File: src/rtl/alu_pkg.sv
// Shared ALU-datapath types: operand width, debounce default and loader states.
package alu_pkg;
    localparam int ALU_WIDTH        = 8;
    localparam int DEBOUNCE_DEFAULT = 250000;

    typedef enum logic [1:0] {
        WAIT_A = 2'b00,
        WAIT_B = 2'b01,
        READY  = 2'b10
    } ld_state_t;
endpackage

File: src/rtl/btn_debounce.sv
// Two-flop synchronizer, counter debouncer and one-cycle rising press pulse.
module btn_debounce #(
    parameter int DEBOUNCE_CYCLES = 250000
) (
    input  logic clk,
    input  logic rst_n,
    input  logic btn,
    output logic press
);
    localparam int CW = (DEBOUNCE_CYCLES > 2) ? $clog2(DEBOUNCE_CYCLES) : 1;
    localparam logic [CW-1:0] LAST = CW'(DEBOUNCE_CYCLES - 1);

    logic          s1, s2;
    logic          stable, stable_q;
    logic [CW-1:0] cnt;

    always_ff @(posedge clk or negedge rst_n) begin
        if (!rst_n) begin
            s1       <= 1'b0;
            s2       <= 1'b0;
            stable   <= 1'b0;
            stable_q <= 1'b0;
            cnt      <= '0;
        end else begin
            s1       <= btn;
            s2       <= s1;
            stable_q <= stable;
            // any return to the stable level restarts the qualification window
            if (s2 == stable) begin
                cnt <= '0;
            end else if (cnt == LAST) begin
                stable <= s2;
                cnt    <= '0;
            end else begin
                cnt <= cnt + CW'(1);
            end
        end
    end

    assign press = stable & ~stable_q;
endmodule

File: src/rtl/operand_loader.sv
// Captures ALU operands A/B from switches on debounced load presses.
// Optional OPERAND_LOADER_DIRECT_SEL_EN: sel picks the target register.
module operand_loader
    import alu_pkg::*;
#(
    parameter int WIDTH           = ALU_WIDTH,
    parameter int DEBOUNCE_CYCLES = DEBOUNCE_DEFAULT
) (
    input  logic             clk,
    input  logic             rst_n,
    input  logic             btn_load,
`ifdef OPERAND_LOADER_DIRECT_SEL_EN
    input  logic             sel,
`endif
    input  logic [WIDTH-1:0] data_in,
    output logic [WIDTH-1:0] reg_a,
    output logic [WIDTH-1:0] reg_b,
    output logic             operands_valid,
    output logic [1:0]       ld_state
);
    logic             press;
    logic [WIDTH-1:0] a_d, b_d;
    logic             valid_d;

    btn_debounce #(
        .DEBOUNCE_CYCLES(DEBOUNCE_CYCLES)
    ) u_debounce (
        .clk  (clk),
        .rst_n(rst_n),
        .btn  (btn_load),
        .press(press)
    );

`ifdef OPERAND_LOADER_DIRECT_SEL_EN
    logic a_ld_q, a_ld_d;
    logic b_ld_q, b_ld_d;

    always_comb begin
        a_d    = reg_a;
        b_d    = reg_b;
        a_ld_d = a_ld_q;
        b_ld_d = b_ld_q;
        if (press) begin
            if (sel) begin
                b_d    = data_in;
                b_ld_d = 1'b1;
            end else begin
                a_d    = data_in;
                a_ld_d = 1'b1;
            end
        end
        valid_d = a_ld_d & b_ld_d;
    end

    always_ff @(posedge clk or negedge rst_n) begin
        if (!rst_n) begin
            a_ld_q <= 1'b0;
            b_ld_q <= 1'b0;
        end else begin
            a_ld_q <= a_ld_d;
            b_ld_q <= b_ld_d;
        end
    end

    assign ld_state = {b_ld_q, a_ld_q};
`else
    ld_state_t state_q, state_d;

    always_comb begin
        state_d = state_q;
        a_d     = reg_a;
        b_d     = reg_b;
        valid_d = operands_valid;
        if (press) begin
            case (state_q)
                WAIT_A: begin
                    a_d     = data_in;
                    state_d = WAIT_B;
                end
                WAIT_B: begin
                    b_d     = data_in;
                    valid_d = 1'b1;
                    state_d = READY;
                end
                READY: begin
                    a_d     = data_in;
                    valid_d = 1'b0;
                    state_d = WAIT_B;
                end
                default: state_d = WAIT_A;
            endcase
        end
    end

    always_ff @(posedge clk or negedge rst_n) begin
        if (!rst_n) state_q <= WAIT_A;
        else        state_q <= state_d;
    end

    assign ld_state = state_q;
`endif

    always_ff @(posedge clk or negedge rst_n) begin
        if (!rst_n) begin
            reg_a          <= '0;
            reg_b          <= '0;
            operands_valid <= 1'b0;
        end else begin
            reg_a          <= a_d;
            reg_b          <= b_d;
            operands_valid <= valid_d;
        end
    end
endmodule

File: config.mk
export PLATFORM = sky130hd
export DESIGN_NAME = operand_loader
export DESIGN_NICKNAME = d
export VERILOG_FILES = /design/src/rtl/alu_pkg.sv /design/src/rtl/btn_debounce.sv /design/src/rtl/operand_loader.sv
export SDC_FILE = /design/constraint.sdc
export NUM_CORES = 1
export LEC_CHECK = 0
export CORE_MARGIN = 2
export CORE_UTILIZATION = 47
export DETAILED_ROUTE_END_ITERATION = 7
export DONT_BUFFER_PORTS = 1
export SLEW_MARGIN = 20
export SYNTH_ARGS = -nofsm -noshare
export SYNTH_HDL_FRONTEND = slang
export SYNTH_SLANG_ARGS = --single-unit
File: constraint.sdc
create_clock -name clk -period 2 [get_ports clk]
set_input_delay 0.2 -clock clk [delete_from_list [all_inputs] [get_ports clk]]
set_output_delay 0.2 -clock clk [all_outputs]
set_load 0.05 [all_outputs]
==> qor.csv <==
stage,metric,value,unit
final_layout,seq_area,1030,um^2
placed_design,dp_slack,0.182,ns
job,maxCapViolCount,0,
detailed_routing,via_per_inst,5.48,
synth,ys_types,35,
critical_path,rr_worst_depth,5,
critical_path,worst-path-buf-inv,0,
critical_path,start_kind,flop,
final_layout,final_nets,173,
synth,async_reset_ff_frac,1.00,
critical_path,r2r-start,u_debounce.cnt[0],
final_layout,syn_to_final_growth,9.05,%
sta,rsz0062_at_grt,no,
synth,synth_edf_count,0,
clock_tree,clockRootBuffer,clkbuf_8,
power,p_leak,0.887,nW
detailed_routing,drcViolationCount,0,
power,p_per_area,720,nW/um^2
synth,synth.area.mux_share,0.104,
placed_design,io_buffers,0,
critical_path,end_kind,flop,
grt,grt.total_usage,0.160,
synth,synth_top_area_frac,0.558,
power,combPwrFrac,0.033,
critical_path,path_delay_family,simple AND/OR/NAND/NOR gates,
detailed_routing,dr.pass1.iters,4,
synth,yosys_warnings,0,
power,p_int,1.10,mW
floorplan,initial_core_util,0.495,
sta,whs,0.0557,ns
sta,fin_ws,0.191,ns
power,ir_worst_vdd,0.407,mV
synth,synth_compound_area_frac,0.0612,
critical_path,cp_data_required_time,2.22,ns
grt,grt_remaining_overflow,0,
critical_path,crit_path_max_fanout,6,
detailed_routing,ant_nets,0,
sta,slew_viol_final,0,
critical_path,critPathSlowestCell,or4_1,
clock_tree,cts_repair_resize_count,0,
clock_tree,cts_buffer_depth,2,
grt,antenna_found_initial,0,
synth,synthSimpleGateAreaFrac,0.177,
power,clock_power_share,0.355,
detailed_routing,wl,3.01,mm
power,p_sw_frac,0.236,
sta,relSlewSlack,0.676,
floorplan,fp.dieW,66.6,um
clock_tree,htreeDepth,2,
synth,syn_area_per_cell,12.3,um^2
sta,setup_tns,0,ns
worst_hold_path,min_path_cells,1,
sta,hold_viol,0,
power,power.switching,0.341,mW
clock_tree,cts_hold_buf,3,
detailed_routing,drt-initial-drc-count,44,
synth,synth_top_cells_by_area,"dfrtp_1 56%, mux2_2 10%, xor2_1 3.3%",
detailed_routing,wl_per_cell,14.5,um
synth,synthAdderAreaFrac,0.0272,
worst_hold_path,whs_endpoint,reg_b[3],
clock_tree,clock-sinks,41,
final_layout,antenna_cells,0,
clock_tree,numCtsBuffers,5,
outcome,status,"finished, final reports clean",
synth,ys_ff_latch,41,
floorplan,dieArea,4430,um^2
sta,timing.fmax,553,MHz
synth,synth_largest_area_cell,dfrtp_1,
sta,period_minus_slack,1.81,ns
sta,skew,0.00532,ns
final_layout,multi_input_area,767,um^2
synth,syn_inst,150,
final_layout,fillerInstances,323,
grt,grt_max_degree,42,
floorplan,rows,22,
synth,synth_xor_area_frac,0.0476,
synth,syn_nets,165,
detailed_routing,num_vias,1135,
clock_tree,path_clk_slew,0.07,ns
floorplan,die_h,66.6,um
synth,ys_seq_area_frac,0.558,
grt,grt_pass1_vias,1123,
placed_design,dpl.hpwl,2.13,mm
worst_hold_path,hold_path.class,in2reg,
sta,tightest_slew,0.485,ns
clock_tree,clock_latency,0.29,ns
critical_path,timing.rr.end,u_debounce.cnt[12],
grt,grt_pass1_wl,5.19,mm
floorplan,core_area,3720,um^2
sta,period_share,0.904,
placed_design,gp_congestion,0.775,
critical_path,crit_arrival,2.03,ns
worst_hold_path,min-delay-start,data_in[3],
critical_path,cpPeakStageDelay,0.49,ns
critical_path,crit_path_cell_trace,ha_1 -> and3_1 -> nand3_4 -> or4_1 -> a21oi_1,
critical_path,path_class,reg2reg,
clock_tree,cts_tree,done,
final_layout,drive_gt1_frac,0.252,
synth,ys.flop_type,dfrtp_1,
synth,synth_top_family_by_area,simple AND/OR/NAND/NOR gates,
synth,synth.cell_area,1840,um^2
power,seq_power_share,0.612,
sta,setup_viol_count_final,0,
clock_tree,cts_setup_buffers,0,
critical_path,r2r_setup_slack,0.19,ns
floorplan,io_pins,30,
-- power by group through the flow --
stage	Sequential, mW	Clock (mW)	Combinational [mW]
final	0.884	0.512	0.0478
after global routing	0.887	0.583	0.0554
after CTS	0.884	0.537	0.0500
after detailed placement	0.901	0	0.0254
after global placement	0.900	0	0.0243
after floorplan	0.898	0	0.0234
-- flip-flops by register name, summed over array words and instances (netlist names) --
name	flops
u_debounce.stable_q	1
u_debounce.s1	1
reg_a	8
u_debounce.cnt	18
operands_valid	1
u_debounce.s2	1
reg_b	8
u_debounce.stable	1
ld_state	2
-- through the flow --
step	instances	power, mW	utilization	cell area (um^2)
5_1_grt	207	1.53	0.540	2010
6_report	207	1.44	0.540	2010
2_1_floorplan	150	0.921	-	1840
3_5_place_dp	196	0.927	0.507	1880
4_1_cts	207	1.47	0.540	2010
3_3_place_gp	196	0.924	0.507	1880
-- worst max path at each step --
stage / from / to / cells after the start
after global placement: u_debounce.cnt[0] / u_debounce.cnt[12] / 5
after global routing: u_debounce.cnt[0] / u_debounce.cnt[16] / 5
after CTS: u_debounce.cnt[0] / u_debounce.cnt[12] / 5
after floorplan: ld_state[0] / reg_a[0] / 5
final: u_debounce.cnt[0] / u_debounce.cnt[12] / 5
after detailed placement: u_debounce.cnt[0] / u_debounce.cnt[12] / 5
-- synthesized netlist by cell type, types with 2 or more instances --
cell type / instances
and4_4: 2
nand3_1: 6
xnor2_1: 3
o21ai_0: 4
nand2_1: 8
or4_1: 4
mux2_2: 17
nand3_4: 2
dfrtp_1: 41
a21oi_1: 6
nor2_1: 12
and3_1: 2
nand4_1: 3
nor4_1: 2
buf_4: 2
o31ai_1: 5
xor2_1: 7
ha_1: 4
inv_1: 4
-- cell families (layout without fill, tap and decap cells) --
group,count (synthesis),count (layout)
compound gates,18,18
xor+xnor,10,10
fa+ha+maj,4,4
buf+inv,8,17
flops,41,41
mux,17,17
simple gates,52,52
-- per-layer routing --
metal | wire [um] | part of all wire | GRT usage
met1 | 1350 | 0.45 | 0.194
met2 | 1440 | 0.48 | 0.261
met3 | 160 | 0.053 | 0.0355
met4 | 55 | 0.018 | 0.0918
met5 | 0 | 0 | 0
-- cell usage in the layout, fill, tap and decap left out, drive strengths merged, types with 2 or more instances in the layout --
| master | synthesis | routed |
|---|---|---|
| a21oi | 7 | 7 |
| and3 | 3 | 3 |
| and4 | 2 | 2 |
| buf | 4 | 3 |
| clkbuf | 0 | 6 |
| clkinv | 0 | 2 |
| dfrtp | 41 | 41 |
| dlygate4sd3 | 0 | 2 |
| ha | 4 | 4 |
| inv | 4 | 4 |
| mux2 | 17 | 17 |
| nand2 | 9 | 9 |
| nand3 | 9 | 9 |
| nand4 | 3 | 3 |
| nor2 | 13 | 13 |
| nor4 | 2 | 2 |
| o21ai | 4 | 4 |
| o31ai | 5 | 5 |
| or3 | 2 | 2 |
| or4 | 5 | 5 |
| xnor2 | 3 | 3 |
| xor2 | 7 | 7 |
-- cell type report --
class                   instances  share of cell area
clock buffers                   6              0.0362
clock inverters                 2             0.00499
inverters                       4             0.00749
multi-input cells             101               0.382
flip-flops and latches         41               0.512
well taps                      48              0.0299
repair buffers                  5              0.0274
Power figures use the tool's default switching activity.
